$ cat config.mk
export PLATFORM = sky130hd
export DESIGN_NAME = instr_fetch_flat
export DESIGN_NICKNAME = d
export VERILOG_FILES = /design/src/rtl/instr_fetch_if.sv /design/src/rtl/instr_fetch.sv /design/src/flat_wrapper.sv
export SDC_FILE = /design/constraint.sdc
export NUM_CORES = 1
export LEC_CHECK = 0
export BUFFER_PORTS_ARGS = -buffer_cell sky130_fd_sc_hd__buf_4
export CAP_MARGIN = 30
export CORE_ASPECT_RATIO = 1.1
export CORE_MARGIN = 5
export CORE_UTILIZATION = 47
export DETAILED_ROUTE_END_ITERATION = 6
export HOLD_SLACK_MARGIN = 0.06
export PLACE_DENSITY = 0.7
export SETUP_SLACK_MARGIN = 0.05
export SLEW_MARGIN = 20
export SYNTH_ARGS = -nofsm -noshare
export SYNTH_HDL_FRONTEND = slang
export SYNTH_SLANG_ARGS = --single-unit
$ cat constraint.sdc
create_clock -name clk -period 5.22 [get_ports clk]
set_input_delay 0.261 -clock clk [delete_from_list [all_inputs] [get_ports clk]]
set_output_delay 0.261 -clock clk [all_outputs]
set_load 0.05 [all_outputs]
$ cat src/rtl/instr_fetch_if.sv
// Fetch-stage bus: ROM byte port, redirect request and decoder handshake.
// master = instr_fetch, slave = ROM / decoder / branch unit side.
interface instr_fetch_if;
  logic [31:0] rom_addr;
  logic [7:0]  rom_data;
  logic        redirect_valid;
  logic [31:0] redirect_pc;
  logic        instr_valid;
  logic        instr_ready;
  logic [31:0] instr_word;
  logic [31:0] instr_pc;
  logic [31:0] fetch_pc;

  modport master (
    output rom_addr, instr_valid, instr_word, instr_pc, fetch_pc,
    input  rom_data, redirect_valid, redirect_pc, instr_ready
  );

  modport slave (
    input  rom_addr, instr_valid, instr_word, instr_pc, fetch_pc,
    output rom_data, redirect_valid, redirect_pc, instr_ready
  );
endinterface

$ cat src/rtl/instr_fetch.sv
// Byte-serial instruction fetch: assembles 4 ROM bytes per word into a small FIFO.
// Define FETCH_BIG_ENDIAN_EN to place the lowest-address byte in [31:24].
module instr_fetch #(
  parameter logic [31:0] RESET_PC   = 32'h0000_0000,
  parameter int unsigned ROM_BYTES  = 32,
  parameter int unsigned FIFO_DEPTH = 4
) (
  input  logic          clk,
  input  logic          rst,
  instr_fetch_if.master bus
);
  localparam int unsigned AW        = $clog2(FIFO_DEPTH);
  localparam logic [31:0] PC_MASK   = 32'(ROM_BYTES - 1);
  localparam logic [31:0] WORD_MASK = PC_MASK & ~32'h3;
  localparam logic [31:0] START_PC  = RESET_PC & WORD_MASK;

  typedef enum logic [1:0] {FETCH, STALL, FLUSH} state_t;

  state_t      r_state;
  logic [31:0] r_fetch_pc;
  logic [1:0]  r_byte_cnt;
  logic [7:0]  r_lane0;
  logic [7:0]  r_lane1;
  logic [7:0]  r_lane2;
  logic [AW:0] r_wr_ptr;
  logic [AW:0] r_rd_ptr;
  logic [31:0] r_mem_word [FIFO_DEPTH];
  logic [31:0] r_mem_pc   [FIFO_DEPTH];
  logic [31:0] r_head_word;
  logic [31:0] r_head_pc;

  logic [AW:0] w_count;
  logic        w_empty;
  logic        w_full;
  logic        w_pop;
  logic        w_slot_free;
  logic        w_at_last;
  logic        w_push;
  logic [AW:0] w_rd_nxt;
  logic [AW:0] w_wr_nxt;
  logic [31:0] w_word;
  logic [31:0] w_next_pc;
  logic [31:0] w_head_word_nxt;
  logic [31:0] w_head_pc_nxt;

  assign w_count     = r_wr_ptr - r_rd_ptr;
  assign w_empty     = (w_count == '0);
  assign w_full      = (w_count == (AW + 1)'(FIFO_DEPTH));
  assign w_pop       = bus.instr_ready && !w_empty;
  assign w_slot_free = !w_full || w_pop;
  assign w_at_last   = ((r_state == FETCH) || (r_state == STALL)) && (r_byte_cnt == 2'd3);
  assign w_push      = w_at_last && w_slot_free && !bus.redirect_valid;
  assign w_rd_nxt    = r_rd_ptr + {{AW{1'b0}}, w_pop};
  assign w_wr_nxt    = r_wr_ptr + {{AW{1'b0}}, w_push};
  assign w_next_pc   = (r_fetch_pc + 32'd4) & PC_MASK;

`ifdef FETCH_BIG_ENDIAN_EN
  assign w_word = {r_lane0, r_lane1, r_lane2, bus.rom_data};
`else
  assign w_word = {bus.rom_data, r_lane2, r_lane1, r_lane0};
`endif

  // Head is a registered copy so it holds its last value once the FIFO drains;
  // a push into an empty FIFO lands directly in the head.
  always_comb begin
    w_head_word_nxt = r_head_word;
    w_head_pc_nxt   = r_head_pc;
    if (w_rd_nxt != w_wr_nxt) begin
      if (w_push && (w_rd_nxt[AW-1:0] == r_wr_ptr[AW-1:0])) begin
        w_head_word_nxt = w_word;
        w_head_pc_nxt   = r_fetch_pc;
      end else begin
        w_head_word_nxt = r_mem_word[w_rd_nxt[AW-1:0]];
        w_head_pc_nxt   = r_mem_pc[w_rd_nxt[AW-1:0]];
      end
    end
  end

  always_ff @(posedge clk) begin
    if (!rst && w_push) begin
      r_mem_word[r_wr_ptr[AW-1:0]] <= w_word;
      r_mem_pc[r_wr_ptr[AW-1:0]]   <= r_fetch_pc;
    end
  end

  always_ff @(posedge clk) begin
    if (rst) begin
      r_state     <= FETCH;
      r_fetch_pc  <= START_PC;
      r_byte_cnt  <= '0;
      r_lane0     <= '0;
      r_lane1     <= '0;
      r_lane2     <= '0;
      r_wr_ptr    <= '0;
      r_rd_ptr    <= '0;
      r_head_word <= '0;
      r_head_pc   <= '0;
    end else if (bus.redirect_valid) begin
      r_state    <= FLUSH;
      r_fetch_pc <= bus.redirect_pc & WORD_MASK;
      r_byte_cnt <= '0;
      r_wr_ptr   <= '0;
      r_rd_ptr   <= '0;
    end else begin
      r_rd_ptr    <= w_rd_nxt;
      r_wr_ptr    <= w_wr_nxt;
      r_head_word <= w_head_word_nxt;
      r_head_pc   <= w_head_pc_nxt;
      unique case (r_state)
        FETCH: begin
          if (r_byte_cnt != 2'd3) begin
            unique case (r_byte_cnt)
              2'd0:    r_lane0 <= bus.rom_data;
              2'd1:    r_lane1 <= bus.rom_data;
              default: r_lane2 <= bus.rom_data;
            endcase
            r_byte_cnt <= r_byte_cnt + 2'd1;
          end else if (w_slot_free) begin
            r_fetch_pc <= w_next_pc;
            r_byte_cnt <= '0;
          end else begin
            r_state <= STALL;
          end
        end
        STALL: begin
          if (w_slot_free) begin
            r_fetch_pc <= w_next_pc;
            r_byte_cnt <= '0;
            r_state    <= FETCH;
          end
        end
        default: r_state <= FETCH;
      endcase
    end
  end

  assign bus.rom_addr    = (r_fetch_pc + {30'd0, r_byte_cnt}) & PC_MASK;
  assign bus.instr_valid = !w_empty;
  assign bus.instr_word  = r_head_word;
  assign bus.instr_pc    = r_head_pc;
  assign bus.fetch_pc    = r_fetch_pc;
endmodule

$ cat src/flat_wrapper.sv
// flat-port wrapper written by rule: the top's interface ports become plain ports
module instr_fetch_flat 
#(
  parameter logic [31:0] RESET_PC   = 32'h0000_0000,
  parameter int unsigned ROM_BYTES  = 32,
  parameter int unsigned FIFO_DEPTH = 4
)
  (clk, rst, bus_rom_addr, bus_instr_valid, bus_instr_word, bus_instr_pc, bus_fetch_pc, bus_rom_data, bus_redirect_valid, bus_redirect_pc, bus_instr_ready);
  instr_fetch_if bus_i ();
  input  logic clk;
  input  logic rst;
  output wire logic [$bits(bus_i.rom_addr)-1:0] bus_rom_addr;
  output wire logic [$bits(bus_i.instr_valid)-1:0] bus_instr_valid;
  output wire logic [$bits(bus_i.instr_word)-1:0] bus_instr_word;
  output wire logic [$bits(bus_i.instr_pc)-1:0] bus_instr_pc;
  output wire logic [$bits(bus_i.fetch_pc)-1:0] bus_fetch_pc;
  input wire logic [$bits(bus_i.rom_data)-1:0] bus_rom_data;
  input wire logic [$bits(bus_i.redirect_valid)-1:0] bus_redirect_valid;
  input wire logic [$bits(bus_i.redirect_pc)-1:0] bus_redirect_pc;
  input wire logic [$bits(bus_i.instr_ready)-1:0] bus_instr_ready;
  assign bus_rom_addr = bus_i.rom_addr;
  assign bus_instr_valid = bus_i.instr_valid;
  assign bus_instr_word = bus_i.instr_word;
  assign bus_instr_pc = bus_i.instr_pc;
  assign bus_fetch_pc = bus_i.fetch_pc;
  assign bus_i.rom_data = bus_rom_data;
  assign bus_i.redirect_valid = bus_redirect_valid;
  assign bus_i.redirect_pc = bus_redirect_pc;
  assign bus_i.instr_ready = bus_instr_ready;
  instr_fetch #(.RESET_PC(RESET_PC), .ROM_BYTES(ROM_BYTES), .FIFO_DEPTH(FIFO_DEPTH)) u_core (.clk(clk), .rst(rst), .bus(bus_i));
endmodule
After elaboration in Yosys (flattened, before gate mapping)
Memory sizes are Yosys's and may differ from the RTL's. A register that Yosys moved wholly into a read port is not among the register bits.
Index checks and enable logic that the tools add are counted.
{ "word_totals": {"mem_bits_rw": 256, "out_inout_bits": 129, "regBits": 66, "mem_count": 2} }
{ "mem_list": {"columns": ["name", "words", "word_bits", "read_ports", "rd_ports_with_merged_regs", "wr", "line", "source"], "rows": [
  ["u_core.r_mem_pc", 4, 32, 1, 1, 1, "instr_fetch.sv:28", "logic [31:0] r_mem_pc [FIFO_DEPTH];"],
  ["u_core.r_mem_word", 4, 32, 1, 1, 1, "instr_fetch.sv:27", "logic [31:0] r_mem_word [FIFO_DEPTH];"]
]} }
{ "classes": {"reduce_logical": 26, "eq_ne": 12, "bitwise_logic": 2, "muxes": 14, "n_addsub": 6} }
{ "op_table": {"columns": ["op", "count"], "rows": [
  ["$mux 32", 2],
  ["$pmux 32 s2", 1],
  ["$mux 2", 6],
  ["$reduce_and 4->1", 3],
  ["$pmux 2 s2", 2],
  ["$add 3x1->3", 2],
  ["$ne 2x2->1 const B", 3],
  ["$ne 3x3->1 const B", 2],
  ["$reduce_and 2->1", 3],
  ["$reduce_and 3->1", 2],
  ["$add 5x2->5", 1],
  ["$add 5x3->5 const B", 1],
  ["$logic_and 1x1->1", 5],
  ["$mux 5", 1],
  ["$eq 2x1->1 const B", 2],
  ["$logic_not 1->1", 4],
  ["$logic_not 2->1", 2],
  ["$reduce_or 2->1", 2],
  ["$eq 3x3->1 const B", 1],
  ["$logic_not 3->1", 1],
  ["$ne 3x2->1 const B", 1],
  ["$ne 3x3->1", 1],
  ["$reduce_bool 3->1", 1],
  ["$sub 3x3->3", 1],
  ["7 further kinds", 10]
]} }

Longest topological paths before layout
Gate-level depths: netlist of run 1.
{ "logic_depth": {"word_depth": 10, "ltp_mapped": 15, "ltp_nobuf": 13} }

Worst setup path after synthesis of run 1
Ideal clock, no wire load.
{ "synth_path": {"path_type": "register to register", "start": "reg u_core.r_byte_cnt[1]", "end": "mem u_core.r_mem_pc[0][2], enable pin", "arrival_ns": 3.242, "path_stages_with_launch": 6, "slack_ns": 1.551, "required_time_ns": 4.793, "path_buffers": 0, "cell_sequence": "dfxtp_1 > ha_1 > or3b_4 > a211oi_1 > nand2_1 > nor2_1"} }
{ "synth_between": {"elab_chain_len": 7} }
{ "synth_rtl": {"columns": ["element", "line", "source"], "rows": [
  ["start: declaration", "instr_fetch.sv:21", "logic [1:0] r_byte_cnt;"],
  ["start signal: assignment", "instr_fetch.sv:117", "r_byte_cnt <= r_byte_cnt + 2'd1;"],
  ["$eq 2x2->1", "instr_fetch.sv:51", "assign w_at_last = ((r_state == FETCH) || (r_state == STALL)) && (r_byte_cnt == 2'd3);"],
  ["$logic_and 1x1->1", "instr_fetch.sv:51", null],
  ["$logic_and 1x1->1 (2 in series)", "instr_fetch.sv:52", "assign w_push = w_at_last && w_slot_free && !bus.redirect_valid;"],
  ["$logic_and 1x1->1", "instr_fetch.sv:80", "if (!rst && w_push) begin"],
  ["$mux 1", "instr_fetch.sv:80", null],
  ["$mux 1 (implied by the code)", "instr_fetch.sv:82", "r_mem_pc[r_wr_ptr[AW-1:0]] <= r_fetch_pc;"],
  ["end: declaration", "instr_fetch.sv:28", null]
]} }
Every way passes these cells.

Worst setup path in the final report of run 1
{ "layout_path": {"start": "reg u_core.r_wr_ptr[0]", "end": "reg u_core.r_head_word[9], in the netlist u_core.bus.instr_word[9], read port of u_core.r_mem_word"} }
{ "layout_between": {"word_cells_on_any_way": 13, "classes_between": "3 x add/sub; 2 x eq/ne; 8 x reduce/logical"} }
{ "layout_rtl": {"columns": ["element", "line", "source"], "rows": [
  ["start: declaration", "instr_fetch.sv:25", "logic [AW:0] r_wr_ptr;"],
  ["start signal: assignment", "instr_fetch.sv:106", "r_wr_ptr <= w_wr_nxt;"],
  ["$sub 3x3->3 (*)", "instr_fetch.sv:46", "assign w_count = r_wr_ptr - r_rd_ptr;"],
  ["$logic_not 3->1 (*)", "instr_fetch.sv:47", "assign w_empty = (w_count == '0);"],
  ["$logic_not 1->1 (*)", "instr_fetch.sv:49", "assign w_pop = bus.instr_ready && !w_empty;"],
  ["$logic_and 1x1->1 (*)", "instr_fetch.sv:49", null],
  ["$add 3x1->3 (*)", "instr_fetch.sv:53", "assign w_rd_nxt = r_rd_ptr + {{AW{1'b0}}, w_pop};"],
  ["net u_core.w_rd_nxt[1]", "instr_fetch.sv:39", "logic [AW:0] w_rd_nxt;"],
  ["$ne 3x3->1", "instr_fetch.sv:68", "if (w_rd_nxt != w_wr_nxt) begin"],
  ["$reduce_and 2->1 (no line)", null, null],
  ["end: declaration", "instr_fetch.sv:29", "logic [31:0] r_head_word;"]
]} }
Mark *: on every way through the listed nets, which the timed path passes. The rest lies on a longest branch.
A chain may end at the register's enable or synchronous reset.

==> results of run 1 <==
[sequential cells by signal (all words and copies together) (netlist names)]
name,flops
u_core.r_lane0,8
u_core.r_lane2,8
u_core.r_byte_cnt,2
u_core.r_lane1,8
u_core.bus.instr_pc,3
u_core.r_mem_pc,12
u_core.bus.instr_word,32
u_core.r_wr_ptr,3
u_core.r_state,2
u_core.r_rd_ptr,3
u_core.bus.fetch_pc,3
u_core.r_mem_word,128
[layout by cell type (no fill, tap or decap), drive strengths merged, types with 8 or more instances in the layout]
| master | instances |
|---|---|
| dlygate4sd3 | 9 |
| clkbuf | 29 |
| dfxtp | 72 |
| a311oi | 35 |
| a21oi | 16 |
| nor2 | 59 |
| nand3 | 16 |
| mux2i | 10 |
| conb | 85 |
| ha | 10 |
| xnor2 | 8 |
| buf | 70 |
| mux4 | 35 |
| nand2 | 92 |
| edfxtp | 140 |
[worst paths after layout]
kind                                                             start                                endpoint  slack [ns]  cells past startpoint
worst max-delay path                     u_core.r_wr_ptr[0]$_SDFF_PP0_   u_core.bus.instr_word[9]$_SDFFE_PP0P_        1.04                     14
worst min-delay path                                   bus_rom_data[3]      u_core.r_mem_word[0][27]$_DFFE_PP_        0.09                      1
worst max register to register           u_core.r_wr_ptr[0]$_SDFF_PP0_   u_core.bus.instr_word[9]$_SDFFE_PP0P_        1.04                     14
worst min register to register  u_core.bus.instr_word[30]$_SDFFE_PP0P_  u_core.bus.instr_word[30]$_SDFFE_PP0P_        0.50                      2
[cells in the mapped netlist, drive strengths merged]
cell and count:
edfxtp 140, buf 103, nand2 92, dfxtp 72
nor2 59, a311oi 35, mux4 35, clkbuf 18
a21oi 16, nand3 16, ha 10, mux2i 10
xnor2 8, and2 6, inv 6, a211oi 5
nor4 3, and3 2, or2 2, xor2 2
a21bo 1, a21boi 1, a22oi 1, a31o 1
a31oi 1, and4 1, conb 1, nor2b 1
nor4b 1, or3b 1
[cell type report]
type / count / area, µm² / share of cell area
clock buffers: 29 / 586 / 0.0588
clock inverters: 8 / 60.1 / 0.00604
inverters: 6 / 22.5 / 0.00226
multi-input cells: 395 / 2690 / 0.271
flip-flops and latches: 212 / 5650 / 0.567
well taps: 243 / 304 / 0.0306
repair buffers: 79 / 639 / 0.0643
[routing by layer]
metal	GRT usage	wire length, µm	share of wire	vias up
li1	-	-	-	2325
met1	0.215	7330	0.40	2535
met5	0	0	0	-
met4	0.0411	294	0.016	0
met2	0.279	8960	0.49	218
met3	0.0320	1580	0.087	28
[where the power goes]
part	switching (mW)	internal [mW]	leakage, nW	total [mW]
clock network	0.586	0.829	0.318	1.42
registers	0.0161	1.79	1.84	1.81
logic	0.199	0.0322	1.44	0.231
total	0.801	2.65	3.60	3.46
[per-stage QoR]
stage                     instance area (µm²)  total power, mW
after floorplan                          9170             2.08
after global placement                   9190             2.06
after detailed placement                 9190             2.07
after CTS                                9920             3.48
after global routing                     9950             3.57
final                                    9950             3.46
[critical path: stages, from the launching register on]
cell      delay (ns)
dfxtp_1         0.41
inv_1           0.10
ha_1            0.18
nor2b_1         0.13
xnor2_1         0.27
or2_2           0.38
and2_1          0.18
ha_2            0.18
ha_1            0.34
buf_4           0.38
xnor2_1         0.19
a31oi_4         0.65
buf_12          0.33
nor2_1          0.08
a311oi_1        0.26
[kinds of logic (layout without fill, tap and decap cells)]
kind of cell,after synthesis,after routing
buffers and inverters,127,122
and+or+nand+nor,184,184
other,1,85
xor gates and xnor gates,10,10
AOI/OAI and AO/OA,61,61
adders and majority gates,10,10
DFF,212,212
muxes,45,45
==> flow_summary.ini, run 1 <==
[pwr]
powerDensity_nw_per_um2 = 347
p_leak_nw = 3.60
ir_drop_mv = 0.189

[final_layout]
drive_above_1_share = 0.199
fin_util = 0.539
antenna-diode-count = 0
stdcell_count = 972
area_delta_synth_final_pct = 12.4
fin_nets = 769
nFillCells = 1508

[synth]
synth_top_cell_by_area = edfxtp_1
ys_seq_elements = 212
synth_top_area_frac = 0.475
syn_inst = 650
synth_area_leaders = edfxtp_1, dfxtp_1, mux4_2
yosysSeqAreaShare = 0.638
synth-compound-area-share = 0.0537
synth_warnings = 0
synth_area_um2 = 8850
avgSynthCellArea_um2 = 13.6
synth_xor_area_frac = 0.00989
synth_fa_ha_area_frac = 0.0141
synth_top_family_by_area = multiplexers
ys_types = 34
synth_mux_area_frac = 0.100
synthSimpleGateAreaFrac = 0.0876

[floorplanning]
die-width_um = 141
core-area_um2 = 18500
fp.dieH_um = 154
io_pins = 173
start_util = 0.479
die-area_um2 = 21700
fp-row-count = 52

[status]
status = finished clean

[sta]
tightest_slew_ns = 0.970
layout_setup_ws_ns = 1.04
slew_violations = 0
worst_slew_margin_rel = 0.354
fmax_mhz = 239
finalClockSkew_ns = 0.00619
setup_viol = 0
hold_viol_final = 0
fin_tns_setup_ns = 0
rsz0062_at_grt = no
period_share = 0.802
period_needed_ns = 4.18
timing.hold.ws_ns = 0.0881

[cts]
clock-sinks = 212
clockRootBuffer = clkbuf_16
cts_tree = built
cts_htree_levels = 1
cts_buffer_depth = 3
hold_buffers = 9
clk_latency_ns = 0.48
clkTransAtPathRegs_ns = 0.06
numCtsBuffers = 21
ctsResizeCount = 0
post_cts_buffers = 0

[place]
dp_slack_ns = 1.07
dp_hpwl_um = 10500
gp_congestion = 0.789
post-place-cells = 924
portBuffers = 58

[detailed_routing]
postRouteAntennaNets = 0
via_per_inst = 5.25
routedWlPerCell_um = 18.7
num_vias = 5106
dr.pass1.iters = 4
finalWirelength_um = 18200
drc = 0
drtIter0Drc = 416

[global_routing]
grtUsageTotal = 0.164
antenna_found_initial = 0
grt_max_degree = 68
first_global_vias = 5104
grt_pass1_wl_um = 28100
grt_overflow = 0

[critical_path]
crit_type = register to register
arrival_ns = 4.57
cp_max_fo = 48
critPathCaptureType = register
cp-start-kind = register
crit_required_ns = 5.61

[job]
maxCapViolCount = 0

[hold_path]
hold_class = input pin to register
(Power assumes the default switching activity.)
==> run 2, diff against run 1 <==
--- a/config.mk
+++ b/config.mk
@@ -12,7 +12,7 @@
 export CORE_UTILIZATION = 47
 export DETAILED_ROUTE_END_ITERATION = 6
 export HOLD_SLACK_MARGIN = 0.06
-export PLACE_DENSITY = 0.7
+export PLACE_DENSITY = 0.72
 export SETUP_SLACK_MARGIN = 0.05
 export SLEW_MARGIN = 20
 export SYNTH_ARGS = -nofsm -noshare
==> constraint.sdc (replaced) <==
create_clock -name clk -period 3.6 [get_ports clk]
set_input_delay 0.18 -clock clk [delete_from_list [all_inputs] [get_ports clk]]
set_output_delay 0.18 -clock clk [all_outputs]
set_load 0.05 [all_outputs]
==> flow_summary.ini, run 2 (same netlist as run 1, synthesis figures left out) <==
[global_routing]
grt_overflow = 0
grt_max_degree = 71
antenna_found_initial = 0
grt_pass1_wl_um = 27700
grtUsageMet1 = 0.196
first_global_vias = 5253
grtUsageTotal = 0.159
use_met2 = 0.292
top_usage_layer = met2
use_met3 = 0.0217

[sta]
period_share = 0.916
worst_slew_margin_rel = 0.479
tightest_slew_ns = 0.782
timing.hold.ws_ns = 0.100
layout_setup_ws_ns = 0.304
hold_viol_final = 0
fin_tns_setup_ns = 0
fmax_mhz = 303
period_needed_ns = 3.30
finalClockSkew_ns = 0.00649
slew_violations = 0
setup_viol = 0
rsz0062_at_grt = yes

[status]
status = finished clean

[final_layout]
stdcell_area_um2 = 10000
area_delta_synth_final_pct = 13.1
fin_nets = 771
drive_above_1_share = 0.205
final-seq-area_um2 = 5650
final_cell_mix = edfxtp_1, nand2_1, conb_1
largest_register_ffs = 128
multi_input_area_um2 = 2710
antenna-diode-count = 0
nFillCells = 1499
final_common_cell = edfxtp_1

[detailed_routing]
num_vias = 5014
drc = 0
dr.pass1.iters = 4
postRouteAntennaNets = 0
drtIter0Drc = 501
finalWirelength_um = 17600
via_per_inst = 5.15
routedWlPerCell_um = 18.1

[critical_path]
arrival_ns = 3.68
crit_type = register to register
r2r_slack_ns = 0.30
cpMaxStageDelayCell = ha_1
cp_common_cell = ha_1
crit_required_ns = 3.98
cp_max_fo = 35
slowest_delay_ns = 0.35
cp-start-kind = register
crit_chain = inv_1 > ha_1 > nor2b_1 > xnor2_1 > or2_2 > and2_1 > ha_2 > ha_1 > xor2_1 > nor4_2 > a21boi_4 > buf_12 > nand2_1 > a311oi_1
critPathCaptureType = register

[cts]
clk_latency_ns = 0.48
numCtsBuffers = 21
cts_tree = built
cts_buffer_depth = 3
clockRootBuffer = clkbuf_16
cts_htree_levels = 1
post_cts_buffers = 0
clock-sinks = 212
clkTransAtPathRegs_ns = 0.06

[place]
dp_slack_ns = 0.0649
placed_cell_area_um2 = 9230
portBuffers = 58
dp_hpwl_um = 10400
gp_congestion = 0.841

[floorplanning]
fp-row-count = 52
die-width_um = 141
die-area_um2 = 21700
core-area_um2 = 18500
io_pins = 173
start_util = 0.479
fp.dieH_um = 154

[job]
maxCapViolCount = 0

[pwr]
powerDensity_nw_per_um2 = 504
power.total_mw = 5.04
ir_drop_mv = 0.344
p_leak_nw = 3.63

[hold_path]
hold_class = input pin to register
## run 2: final timing paths
check	cells after the start	endpoint	from
hold / removal	3	u_core.r_state[1]$_SDFFE_PP0P_	bus_redirect_valid
setup reg to reg	14	u_core.bus.instr_word[1]$_SDFFE_PP0P_	u_core.r_wr_ptr[0]$_SDFF_PP0_
hold reg to reg	2	u_core.bus.instr_word[24]$_SDFFE_PP0P_	u_core.bus.instr_word[24]$_SDFFE_PP0P_
setup / recovery	14	u_core.bus.instr_word[1]$_SDFFE_PP0P_	u_core.r_wr_ptr[0]$_SDFF_PP0_
## run 2: cell type report
cell class,count,share of cell area
Clock buffer,26,0.0554
Clock inverter,11,0.0104
Inverter,6,0.00225
Multi-Input combinational cell,395,0.270
Sequential cell,212,0.564
Tap cell,243,0.0304
Timing Repair Buffer,81,0.0673
## run 2: layer usage
metal	vias to the layer above	wire [µm]
met5	-	0
li1	2331	-
met3	15	1250
met4	0	234
met1	2495	6720
met2	173	9450
## run 2: through the flow
stage                     std cells   util
final                           974  0.542
after global routing            974  0.542
after CTS                       974  0.541
after detailed placement        926  0.499
after global placement          926  0.499
after floorplan                 734      -
## run 2: worst max-delay path: cells and delay by family (launching register included)
family                   cells  cell delay, ns
AND/OR/NAND/NOR              5            0.98
adder cells (fa/ha/maj)      3            0.69
AO/OA/AOI/OAI                2            0.53
flip-flops                   1            0.33
XOR/XNOR                     2            0.33
buffers and inverters        2            0.31
## run 2: where the power goes
part	switching, mW	internal, mW	total, mW
combinational	0.285	0.0483	0.334
sequential	0.0244	2.60	2.62
clock	0.851	1.24	2.09
## run 2: what timing repair did
| item | in CTS | in global routing |
|---|---|---|
| endpoints found under the setup margin | 6 | 6 |
| hold endpoints to repair | 63 | 0 |
| hold buffers | 11 | 0 |
| resized for setup | 1 | 1 |
